$ cat src/rtl/cpu_run_ctrl_if.sv
// Board-side controls and CPU/RAM enable outputs of the run/step sequencer.
// The master drives the board inputs and the PC; the slave is the sequencer.
interface cpu_run_ctrl_if;
  localparam int unsigned PC_W  = 32;
  localparam int unsigned CNT_W = 32;

  logic             run_mode;
  logic             step_btn;
  logic             resume;
  logic [PC_W-1:0]  pc_in;
  logic [PC_W-1:0]  bp_addr;
  logic             bp_valid;
  logic             mem_clk_en;
  logic             cpu_clk_en;
  logic             halted;
  logic [1:0]       state_out;
  logic [CNT_W-1:0] cycle_count;

  modport master (
    output run_mode, step_btn, resume, pc_in, bp_addr, bp_valid,
    input  mem_clk_en, cpu_clk_en, halted, state_out, cycle_count
  );

  modport slave (
    input  run_mode, step_btn, resume, pc_in, bp_addr, bp_valid,
    output mem_clk_en, cpu_clk_en, halted, state_out, cycle_count
  );
endinterface

$ cat src/rtl/cpu_run_ctrl.sv
// Run/step/breakpoint sequencer issuing paired RAM-then-CPU clock enables.
// Optional PC breakpoint halt is compiled in with the BREAKPOINT_EN macro.
module cpu_run_ctrl #(
  parameter int unsigned DEBOUNCE_CYCLES = 16
) (
  input  logic           clk,
  input  logic           aresetn,
  cpu_run_ctrl_if.slave  bus
);
  localparam int unsigned DEB_W   = (DEBOUNCE_CYCLES > 2) ? $clog2(DEBOUNCE_CYCLES) : 1;
  localparam int unsigned COUNT_W = 32;

  typedef enum logic [1:0] {
    S_HALT  = 2'b00,
    S_RUN   = 2'b01,
    S_STEP  = 2'b10,
    S_BREAK = 2'b11
  } state_e;

  state_e             state_q, state_d;
  logic               phase_q, phase_d;
  logic               mask_q, mask_d;
  logic               run_meta_q, run_s_q;
  logic               btn_meta_q, btn_s_q;
  logic               deb_lvl_q, deb_prev_q;
  logic [DEB_W-1:0]   deb_cnt_q;
  logic [COUNT_W-1:0] cycle_count_q;
  logic               mem_en_c, cpu_en_c;
  logic               step_ev_c;
  logic               bp_hit_c;

  // Two-flop synchronisers for the asynchronous board inputs
  always_ff @(posedge clk or negedge aresetn) begin
    if (!aresetn) begin
      run_meta_q <= 1'b0;
      run_s_q    <= 1'b0;
      btn_meta_q <= 1'b0;
      btn_s_q    <= 1'b0;
    end else begin
      run_meta_q <= bus.run_mode;
      run_s_q    <= run_meta_q;
      btn_meta_q <= bus.step_btn;
      btn_s_q    <= btn_meta_q;
    end
  end

  // Level only follows the button after DEBOUNCE_CYCLES consecutive disagreeing samples
  always_ff @(posedge clk or negedge aresetn) begin
    if (!aresetn) begin
      deb_lvl_q  <= 1'b0;
      deb_prev_q <= 1'b0;
      deb_cnt_q  <= '0;
    end else begin
      deb_prev_q <= deb_lvl_q;
      if (btn_s_q != deb_lvl_q) begin
        if (deb_cnt_q == DEB_W'(DEBOUNCE_CYCLES - 1)) begin
          deb_lvl_q <= btn_s_q;
          deb_cnt_q <= '0;
        end else begin
          deb_cnt_q <= deb_cnt_q + DEB_W'(1);
        end
      end else begin
        deb_cnt_q <= '0;
      end
    end
  end

  assign step_ev_c = deb_lvl_q & ~deb_prev_q;

`ifdef BREAKPOINT_EN
  assign bp_hit_c = bus.bp_valid && (bus.pc_in == bus.bp_addr);
`else
  logic unused_bp;
  assign unused_bp = ^{bus.pc_in, bus.bp_addr, bus.bp_valid, bus.resume};
  assign bp_hit_c  = 1'b0;
`endif

  always_ff @(posedge clk or negedge aresetn) begin
    if (!aresetn) begin
      state_q <= S_HALT;
      phase_q <= 1'b0;
      mask_q  <= 1'b0;
    end else begin
      state_q <= state_d;
      phase_q <= phase_d;
      mask_q  <= mask_d;
    end
  end

  // Next state and enable decode; phase 1 always completes the pair begun in phase 0
  always_comb begin
    state_d  = state_q;
    phase_d  = phase_q;
    mask_d   = mask_q;
    mem_en_c = 1'b0;
    cpu_en_c = 1'b0;
    case (state_q)
      S_HALT: begin
        phase_d = 1'b0;
        if (run_s_q) begin
          state_d = S_RUN;
        end else if (step_ev_c) begin
          state_d = S_STEP;
        end
      end
      S_STEP: begin
        if (!phase_q) begin
          mem_en_c = 1'b1;
          phase_d  = 1'b1;
        end else begin
          cpu_en_c = 1'b1;
          phase_d  = 1'b0;
          state_d  = run_s_q ? S_RUN : S_HALT;
        end
      end
      S_RUN: begin
        if (phase_q) begin
          cpu_en_c = 1'b1;
          phase_d  = 1'b0;
          if (!run_s_q) state_d = S_HALT;
        end else if (!run_s_q) begin
          state_d = S_HALT;
        end else if (bp_hit_c) begin
          state_d = S_BREAK;
        end else begin
          mem_en_c = 1'b1;
          phase_d  = 1'b1;
        end
      end
`ifdef BREAKPOINT_EN
      S_BREAK: begin
        if (mask_q) begin
          if (!phase_q) begin
            mem_en_c = 1'b1;
            phase_d  = 1'b1;
          end else begin
            cpu_en_c = 1'b1;
            phase_d  = 1'b0;
            mask_d   = 1'b0;
            state_d  = run_s_q ? S_RUN : S_HALT;
          end
        end else if (bus.resume || step_ev_c) begin
          mask_d  = 1'b1;
          phase_d = 1'b0;
        end
      end
`endif
      default: begin
        state_d = S_HALT;
        phase_d = 1'b0;
        mask_d  = 1'b0;
      end
    endcase
  end

  always_ff @(posedge clk or negedge aresetn) begin
    if (!aresetn) begin
      cycle_count_q <= '0;
    end else if (cpu_en_c) begin
      cycle_count_q <= cycle_count_q + COUNT_W'(1);
    end
  end

  assign bus.mem_clk_en  = mem_en_c;
  assign bus.cpu_clk_en  = cpu_en_c;
  assign bus.halted      = (state_q == S_HALT) || (state_q == S_BREAK);
  assign bus.state_out   = state_q;
  assign bus.cycle_count = cycle_count_q;
endmodule

$ cat src/flat_wrapper.sv
// flat-port wrapper written by rule: the top's interface ports become plain ports
module cpu_run_ctrl_flat 
#(
  parameter int unsigned DEBOUNCE_CYCLES = 16
)
  (clk, aresetn, bus_run_mode, bus_step_btn, bus_resume, bus_pc_in, bus_bp_addr, bus_bp_valid, bus_mem_clk_en, bus_cpu_clk_en, bus_halted, bus_state_out, bus_cycle_count);
  cpu_run_ctrl_if bus_i ();
  input  logic clk;
  input  logic aresetn;
  input wire logic [$bits(bus_i.run_mode)-1:0] bus_run_mode;
  input wire logic [$bits(bus_i.step_btn)-1:0] bus_step_btn;
  input wire logic [$bits(bus_i.resume)-1:0] bus_resume;
  input wire logic [$bits(bus_i.pc_in)-1:0] bus_pc_in;
  input wire logic [$bits(bus_i.bp_addr)-1:0] bus_bp_addr;
  input wire logic [$bits(bus_i.bp_valid)-1:0] bus_bp_valid;
  output wire logic [$bits(bus_i.mem_clk_en)-1:0] bus_mem_clk_en;
  output wire logic [$bits(bus_i.cpu_clk_en)-1:0] bus_cpu_clk_en;
  output wire logic [$bits(bus_i.halted)-1:0] bus_halted;
  output wire logic [$bits(bus_i.state_out)-1:0] bus_state_out;
  output wire logic [$bits(bus_i.cycle_count)-1:0] bus_cycle_count;
  assign bus_i.run_mode = bus_run_mode;
  assign bus_i.step_btn = bus_step_btn;
  assign bus_i.resume = bus_resume;
  assign bus_i.pc_in = bus_pc_in;
  assign bus_i.bp_addr = bus_bp_addr;
  assign bus_i.bp_valid = bus_bp_valid;
  assign bus_mem_clk_en = bus_i.mem_clk_en;
  assign bus_cpu_clk_en = bus_i.cpu_clk_en;
  assign bus_halted = bus_i.halted;
  assign bus_state_out = bus_i.state_out;
  assign bus_cycle_count = bus_i.cycle_count;
  cpu_run_ctrl #(.DEBOUNCE_CYCLES(DEBOUNCE_CYCLES)) u_core (.clk(clk), .aresetn(aresetn), .bus(bus_i));
endmodule
$ cat config.mk
export PLATFORM = sky130hd
export DESIGN_NAME = cpu_run_ctrl_flat
export DESIGN_NICKNAME = d
export VERILOG_FILES = /design/src/rtl/cpu_run_ctrl_if.sv /design/src/rtl/cpu_run_ctrl.sv /design/src/flat_wrapper.sv
export SDC_FILE = /design/constraint.sdc
export NUM_CORES = 1
export LEC_CHECK = 0
export ABC_AREA = 1
export BUFFER_PORTS_ARGS = -buffer_cell sky130_fd_sc_hd__buf_4
export CORE_MARGIN = 1
export CORE_UTILIZATION = 51
export CTS_CLUSTER_SIZE = 12
export DETAILED_ROUTE_END_ITERATION = 16
export HOLD_SLACK_MARGIN = 0.02
export PLACE_DENSITY = 0.94
export SYNTH_ARGS = -nofsm -noshare
export SYNTH_HDL_FRONTEND = slang
export SYNTH_SLANG_ARGS = --single-unit
$ cat constraint.sdc
create_clock -name clk -period 2.3 [get_ports clk]
set_input_delay 0.115 -clock clk [delete_from_list [all_inputs] [get_ports clk]]
set_output_delay 0.115 -clock clk [all_outputs]
set_load 0.01 [all_outputs]
==> metrics.txt, run 1 <==
Port Buffers=40; Initial Util=53.8%; GRT Util Overall=22.8%; Post-synth EDFFs=0; Syn Std Cell Area=0.00239 mm2; synthesis-to-layout area growth=20.1%; Layout Nets=386; skew final=0.0100 ns; CP bufs+invs=3; io pins=between 100 and 150; critical path's largest stage delay=0.38 ns; # fillers=around 350; Slew headroom=63.1%; share of cells above drive strength 1=between 20% and 30%; WL final=4.96 mm; Final Max Tran Viols=0; grt peak-use layer=met2; largest area contributor in the netlist=dfrtp_1; CP startpoint kind=flip-flop; TritonCTS clock tree=done; drt first-iter violations=135; wire length of the first global-routing pass=8.79 mm; Synth cell types=27; GR Util met1=30.0%; number of antenna diodes=0; Worst Setup End Kind=output pin; top post-synthesis cells by count=nand2_1, dfrtp_1, inv_1; CP cell instances=inv_1 -> ha_1 -> inv_1 -> a211oi_1 -> buf_4; via/cell ratio=about 5.1; top_reg_cell synth=dfrtp_1; Max IR drop VDD=0.289 mV; area of the core=0.00444 mm2; final number of hold-violating endpoints=0; CP delay by family, top=flip-flops; setup_tns=0 ns; Seq cells post-synth=45; post-cts sizing count=0; period utilization=79.3%; RSZ-0062 raised after global routing=false; top post-synthesis cells by area=dfrtp_1, nand2_1, inv_1; CTS Buf Count=5; leakage=1.48 nW; Critical Path RT=2.18 ns; Sink Count=45; Clock transition at path regs=0.09 ns; hold_ws=0.344 ns; top-area cell type share of the netlist area=47.1%; Synth async-reset ratio=100%; vias in the first global route=1927; via count=roughly 1900; fmax=548 MHz; Post-Synthesis Cells=about 260; worst endpoint data arrival time=1.71 ns; flop-to-flop setup slack=0.54 ns; CP Class=flip-flop to output pin; PwrDens=623 mW/mm2; largest net degree at the start of global routing=46; Root Buffer=clkbuf_8; GRT overflow=0; drc violations=0; number of H-tree levels=2; setup violators final=0; most common cell in the synthesized netlist=nand2_1; initial antenna violation count=0; register area share after synthesis=47.1%; DRT Pass-1 Iters=4; worst slew pin tran=0.554 ns; site row count=24; wire length per cell=13.6 um; slowest stage cell, crit path=dfrtp_1; DP Wirelength=3.76 mm; Min-Delay Path Class=input port to async pin; Horiz. Die Dim=70.5 um; clk buf depth=2; critical path's most frequent cell=inv_1; Routed Antenna Nets=0; Max FO, Critical Path=4; maxcap violations=0; met3 usage=4.62%; GR Util met2=36.1%; Die ar.=0.00497 mm2; minimum clock period=1.82 ns; cts hold-fix bufs=3; height of the chip=between 70 and 80 um; status=complete, no violations; Post-CTS Setup Bufs=0; Syn Nets=around 340; worst skew pair latency=0.30 ns; synth warn=0; RD Place Congestion=0.848; Syn Area/Cell=9.17 um2
metal layers:
layer	part of all wire (%)	vias to the layer above
met1	44	900
met3	5.0	6
li1	-	910
met2	49	54
met4	1.6	0
met5	0	-
logic make-up after synthesis:
| group | Yosys count | synth area share (%) |
|---|---|---|
| and+or+nand+nor | 145 | 33.4 |
| DFF | 45 | 47.1 |
| buffers and inverters | 35 | 5.49 |
| xor gates and xnor gates | 24 | 9.41 |
| AOI/OAI and AO/OA | 6 | 1.57 |
| adders and majority gates | 5 | 2.62 |
| muxes | 1 | 0.471 |
cells in the final DEF, fill, tap and decap left out, drive strengths merged, types with 2 or more instances in the layout:
cell / synthesis / final
a21oi: 2 / 2
inv: 35 / 35
nor3: 5 / 5
nand4: 6 / 6
xor2: 13 / 13
clkinv: 0 / 2
dlygate4sd3: 0 / 3
nand3: 23 / 23
nor2: 37 / 37
ha: 5 / 5
buf: 0 / 40
xnor2: 11 / 11
dfrtp: 45 / 45
nand2: 71 / 71
clkbuf: 0 / 5
nand3b: 2 / 2
flip-flops by register name (all words and copies together) (netlist names):
name and count:
u_core.bus.cycle_count 32, u_core.deb_cnt_q 4, u_core.bus.state_out 2, u_core.btn_meta_q 1
u_core.btn_s_q 1, u_core.deb_lvl_q 1, u_core.deb_prev_q 1, u_core.phase_q 1
u_core.run_meta_q 1, u_core.run_s_q 1
report_power, final:
group          switching (W)  internal [W]  total (W)  leakage [nW]
Sequential         0.0000680      0.000850   0.000918         0.610
Combinational       0.000222      0.000172   0.000393         0.831
Clock               0.000269      0.000210   0.000479        0.0439
Total               0.000559       0.00123    0.00179          1.48
per-stage QoR:
stage               util (%)  instances  power, W  setup slack (ns)  instance area (um2)
floorplan                  -        261   0.00114             0.659                 2390
global placement        62.0        353   0.00130             0.623                 2760
finish                  64.7        364   0.00179             0.477                 2870
global route            64.7        364   0.00189             0.383                 2870
detailed placement      62.0        353   0.00133             0.569                 2760
CTS                     64.7        364   0.00181             0.476                 2870
cell type report:
class                   instances  area [um2]  share of cell area [%]
multi-input cells             181        1130                    39.5
flip-flops and latches         45        1130                    39.2
repair buffers                 43         330                    11.5
inverters                      35         131                    4.57
clock buffers                   5        68.8                    2.39
well taps                      52        65.1                    2.26
clock inverters                 3        17.5                   0.609
final timing paths:
path	startpoint	end	cells after the start
min	aresetn	u_core.deb_lvl_q$_DFFE_PN0P_	2
max in group asynchronous	aresetn	u_core.bus.cycle_count[25]$_DFFE_PN0P_	2
max reg2reg	u_core.bus.state_out[0]$_DFFE_PN0P_	u_core.bus.cycle_count[21]$_DFFE_PN0P_	8
min reg2reg	u_core.btn_meta_q$_DFF_PN0_	u_core.btn_s_q$_DFF_PN0_	0
min in group clk	u_core.btn_meta_q$_DFF_PN0_	u_core.btn_s_q$_DFF_PN0_	0
max	u_core.bus.state_out[0]$_DFFE_PN0P_	bus_mem_clk_en	5
(Power assumes the default switching activity.)
==> run 2, diff against run 1 <==
Settings changed: ABC_AREA 1 to 0, CORE_UTILIZATION 51 to 40, PLACE_DENSITY 0.94 to 0.83.
Clock period 2.3 ns to 1.5 ns, I/O delays scaled along.
==> run 2 against run 1 <==
The flow now finishes with violations (negative setup slack); clock power grew 52%; global-route usage shrank 3.9 points; wire length shrank 5.7%; clock skew shrank 0.0064 ns; final area grew 4.2%; utilization shrank 2.5 points; total power grew 51%; critical endpoint is now u_core.bus.cycle_count[16]$_DFFE_PN0P_.
==> metrics.txt, run 2 <==
skew final=0.00360 ns; number of H-tree levels=2; failing checks=negative setup slack; Synth cell types=28; Routed Antenna Nets=0; Max FO, Critical Path=3; Syn Std Cell Area=0.00204 mm2; area of the core=between 0.004 and 0.005 mm2; Syn Area/Cell=12.1 um2; drt first-iter violations=70; RD Place Congestion=about 0.83; Synth async-reset ratio=100%; synthesis-to-layout area growth=46.8%; leakage=1.52 nW; worst skew pair latency=0.30 ns; Max IR drop VDD=0.585 mV; Critical Path RT=~1.7 ns; wire length per cell=about 14 um; clk buf depth=2; Die ar.=0.00539 mm2; # fillers=around 370; period utilization=111%; DRT Pass-1 Iters=4; largest area contributor in the netlist=dfrtp_1; worst endpoint data arrival time=1.85 ns; minimum clock period=1.66 ns; top post-synthesis cells by area=dfrtp_1, xnor2_1, nand3_1; top_reg_cell synth=dfrtp_1; CTS Buf Count=5; Seq cells post-synth=45; max FFs per register=32; RSZ-0062 raised after global routing=true; Layout Utilization=62.2%; Horiz. Die Dim=between 70 and 80 um; WL final=4.68 mm; top-area cell type share of the netlist area=55.2%; fin worst setup slack=-0.162 ns; fmax=602 MHz; Final Max Tran Viols=0; initial antenna violation count=0; drc violations=0; via/cell ratio=~5.0; Setup WS pre-CTS=-0.0949 ns; TritonCTS clock tree=done; synth warn=0; Root Buffer=clkbuf_8; register area share after synthesis=between 50% and 60%; commonest non-fill, non-tap cell in the layout=buf_4; Post-DP Area=0.00272 mm2; number of antenna diodes=0; Final Cell Area=0.00300 mm2; CP Class=flip-flop to flip-flop; highest-count cells in the layout ignoring fill and taps=buf_4, dfrtp_1, xnor2_1, nand3_1, nand4_1; Post-synth EDFFs=0; site row count=25; Layout Nets=333; largest net degree at the start of global routing=between 40 and 50; share of cells above drive strength 1=46.3%; Slew headroom=63.4%; maxcap violations=0; Min-Delay Path Class=input port to async pin; CP startpoint kind=flip-flop; Sink Count=45; top post-synthesis cells by count=dfrtp_1, xnor2_1, nand3_1; PwrDens=902 mW/mm2; most common cell in the synthesized netlist=dfrtp_1; wire length of the first global-routing pass=7.56 mm; worst reg2reg path depth=7; GRT Util Overall=between 10% and 20%; Register Area=approximately 0.0011 mm2; worst slew pin tran=0.549 ns; GRT overflow=0; Initial Util=42.4%; status=finished, violations left; Port Buffers=40; final number of hold-violating endpoints=0; DP Wirelength=3.23 mm; io pins=107; area of the multi-input gates=roughly 0.001 mm2; vias in the first global route=between 1500 and 2000; Syn Nets=244; setup violators final=14; height of the chip=73.4 um; Post-Synthesis Cells=approximately 170; Worst Setup End Kind=flip-flop; via count=around 1600; Clock transition at path regs=roughly 0.080 ns
[run 2: cell types whose count changed after synthesis, sizes merged, moves of 7 or more]
cell	previous run	this run
nand2	71	8
nor2	37	3
nand4	6	14
inv	35	9
nand3	23	16
xnor2	11	29
xor2	13	4
[run 2: cells by family after synthesis]
group | after synthesis | synth area share [%]
multiplexers | 2 | 1.10
XOR/XNOR | 33 | 14.2
adder cells (fa/ha/maj) | 5 | 3.07
AO/OA/AOI/OAI | 8 | 2.21
buffers and inverters | 12 | 2.94
flip-flops | 45 | 55.2
AND/OR/NAND/NOR | 64 | 21.3
[run 2: layer usage]
layer	GRT usage [%]	wire [um]	part of all wire (%)
met1	23.0	1940	41
met2	31.6	2420	52
met5	0	0	0
met3	4.53	167	3.6
met4	9.40	147	3.1
[run 2: what timing repair did]
item	in CTS	in global routing
hold endpoints to repair	47	0
endpoints found under the setup margin	14	28
hold buffers	3	0
gates cloned	1	0
pin swaps	20	11
buffers inserted	2	4
resized for setup	17	9
[run 2: final timing paths]
check / from / to / slack, ns
worst max register to register: u_core.bus.state_out[0]$_DFFE_PN0P_ / u_core.bus.cycle_count[16]$_DFFE_PN0P_ / -0.16
worst max-delay path: u_core.bus.state_out[0]$_DFFE_PN0P_ / u_core.bus.cycle_count[16]$_DFFE_PN0P_ / -0.16
worst min-delay path: aresetn / u_core.bus.cycle_count[22]$_DFFE_PN0P_ / 0.31
worst min register to register: u_core.run_meta_q$_DFF_PN0_ / u_core.run_s_q$_DFF_PN0_ / 0.35
min in group clk: u_core.run_meta_q$_DFF_PN0_ / u_core.run_s_q$_DFF_PN0_ / 0.35
max in group asynchronous: aresetn / u_core.bus.cycle_count[6]$_DFFE_PN0P_ / 0.79
[run 2: per-stage QoR]
| step | TNS [ns] | power (W) | hold WS, ns | std cells |
|---|---|---|---|---|
| floorplan | -0.913 | 0.00157 | -0.221 | 169 |
| detailed placement | -0.560 | 0.00187 | 0.108 | 309 |
| CTS | -0.542 | 0.00268 | 0.324 | 323 |
| global route | -2.64 | 0.00282 | 0.358 | 326 |
| finish | -0.812 | 0.00270 | 0.312 | 326 |
| global placement | -0.193 | 0.00184 | 0.104 | 309 |
[run 2: where the power goes]
| group | switching [W] | internal, W | total [W] |
|---|---|---|---|
| Sequential | 0.0000625 | 0.00128 | 0.00134 |
| Clock | 0.000397 | 0.000331 | 0.000729 |
| Combinational | 0.000293 | 0.000341 | 0.000634 |
[run 2: area by class of cell]
type / instances / share of cell area [%]
tap: 67 / 2.80
inverter: 9 / 1.13
clock buffer: 8 / 2.67
timing repair buffer: 85 / 22.2
sequential: 45 / 37.8
multi-input combinational: 112 / 33.5
[run 2: critical path, cell delays in order (launching register included)]
cell and delay [ns]:
dfrtp_1 0.37, inv_2 0.06, ha_4 0.27, nand4_1 0.17, buf_4 0.20, nor3_4 0.20, nand4_1 0.14, xnor2_1 0.15
==> run 3, diff against run 2 <==
Settings changed: CAP_MARGIN set to 20, SETUP_SLACK_MARGIN set to 0.02.
==> run 3 against run 2 <==
Clock skew grew 0.0038 ns; largest power group unchanged; sequential cell count is the same; critical endpoint unchanged; die area is the same; non-clock buffer count shrank 2; clock power grew 6.0%; largest cell class unchanged; the flow still finishes with violations (negative setup slack); combinational power grew 2%; register-to-register slack lost 0.02 ns; maximum frequency shrank 1.2%; worst hold slack lost 0.0054 ns; final cell count shrank 0.61%.
==> metrics.txt, run 3 (synthesis results as in run 2) <==
RD Place Congestion=0.789; final number of hold-violating endpoints=0; number of antenna diodes=0; Critical Path Source=u_core.bus.state_out[1]$_DFFE_PN0P_; CTS Buf Count=5; CP Class=flip-flop to flip-flop; Slew headroom=63.1%; CP startpoint kind=flip-flop; total chip power=0.00276 W; Setup WS pre-CTS=-0.144 ns; setup violators final=28; max FFs per register=32; Final Cell Area=0.00299 mm2; GR Util met2=32.0%; synthesis-to-layout area growth=46.7%; drt first-iter violations=60; Post-DP Area=between 0.002 and 0.003 mm2; skew final=0.00736 ns; status=finished, violations left; Sink Count=45; worst slew pin tran=0.554 ns; via count=1603; maxcap violations=0; via/cell ratio=4.95; WL final=4.74 mm; slowest stage cell, crit path=dfrtp_1; CP cell instances=inv_2 -> ha_4 -> nand4_1 -> nor3_2 -> nand4_1 -> xnor2_1; Horiz. Die Dim=roughly 73 um; area of the core=0.00482 mm2; leakage=around 1.5 nW; vias in the first global route=1598; PwrDens=922 mW/mm2; Max IR drop VDD=0.623 mV; failing checks=negative setup slack; GRT Util Overall=between 15 and 20%; RSZ-0062 raised after global routing=true; Routed Antenna Nets=0; Root Buffer=clkbuf_8; highest-count cells in the layout ignoring fill and taps=buf_4, dfrtp_1, xnor2_1, nand3_1, nand4_1; # fillers=392; met3 usage=between 3 and 4%; drc violations=0; R2R Path Start=u_core.bus.state_out[1]$_DFFE_PN0P_; Min-Delay Path Class=input port to async pin; Layout Nets=approximately 330; minimum clock period=1.68 ns; worst endpoint data arrival time=~1.9 ns; grt peak-use layer=met2; wire length of the first global-routing pass=7.38 mm; GR Util met1=between 20% and 30%; wire length per cell=roughly 15 um; fmax=594 MHz; flop-to-flop setup slack=-0.18 ns; critical path's most frequent cell=nand4_1; GRT overflow=0; clk buf depth=2; critical path's largest stage delay=0.38 ns; io pins=107; Worst Setup End Kind=flip-flop; fin worst setup slack=-0.183 ns; largest net degree at the start of global routing=between 40 and 50; Port Buffers=40; Max FO, Critical Path=3; Final Max Tran Viols=0; Initial Util=42.4%; TritonCTS clock tree=done; commonest non-fill, non-tap cell in the layout=buf_4; share of cells above drive strength 1=45.9%; initial antenna violation count=0; height of the chip=73.4 um; Clock transition at path regs=approximately 0.080 ns; period utilization=112%; Critical Path RT=1.70 ns; DRT Pass-1 Iters=4; number of H-tree levels=2; Die ar.=0.00539 mm2; site row count=25; worst skew pair latency=around 0.30 ns; DP Wirelength=3.24 mm
run 3: metrics by stage:
stage / util (%) / hold slack, ns / TNS [ns] / std cells
2_1_floorplan: - / -0.221 / -0.987 / 169
4_1_cts: 60.4 / 0.323 / -1.32 / 322
5_1_grt: 62.2 / 0.356 / -5.62 / 324
3_3_place_gp: 56.7 / 0.110 / -0.247 / 309
3_5_place_dp: 56.7 / 0.111 / -0.977 / 309
6_report: 62.2 / 0.306 / -2.68 / 324
run 3: repair_timing:
item / in CTS / in global routing
gates resized for setup: 9 / 13
buffers inserted: 2 / 4
pin swaps: 10 / 12
hold endpoints to repair: 47 / 0
endpoints found under the setup margin: 15 / 34
hold buffers: 3 / 0
run 3: final timing paths:
kind | cells after the start | endpoint
worst max-delay path | 6 | u_core.bus.cycle_count[16]$_DFFE_PN0P_
worst min-delay path | 2 | u_core.bus.cycle_count[20]$_DFFE_PN0P_
worst max register to register | 6 | u_core.bus.cycle_count[16]$_DFFE_PN0P_
worst min register to register | 0 | u_core.run_s_q$_DFF_PN0_
max in group asynchronous | 2 | u_core.bus.cycle_count[3]$_DFFE_PN0P_
min in group clk | 0 | u_core.run_s_q$_DFF_PN0_
run 3: layout make-up:
| cell class | count | area, um2 | area share [%] |
|---|---|---|---|
| sequential | 45 | 1130 | 37.8 |
| multi-input combinational | 112 | 993 | 33.2 |
| tap | 67 | 83.8 | 2.80 |
| clock buffer | 8 | 90.1 | 3.01 |
| inverter | 9 | 33.8 | 1.13 |
| timing repair buffer | 83 | 662 | 22.1 |
run 3: where the power goes:
part | switching (W) | total (W) | internal [W] | leakage (nW)
registers | 0.0000614 | 0.00134 | 0.00128 | 0.605
clock network | 0.000397 | 0.000773 | 0.000376 | 0.0455
logic | 0.000298 | 0.000647 | 0.000349 | 0.861
run 3: metal layers:
layer / wire, um / vias to the layer above
met1: 1930 / 791
met3: 168 / 11
met4: 133 / 0
met5: 0 / -
li1: - / 763
met2: 2510 / 38
run 3: worst max-delay path, delay by kind of cell, from the launching register on:
family,cells,cell delay [ns]
xor+xnor,1,0.14
fa+ha+maj,1,0.27
buf+inv,1,0.07
flops,1,0.38
simple gates,3,0.71
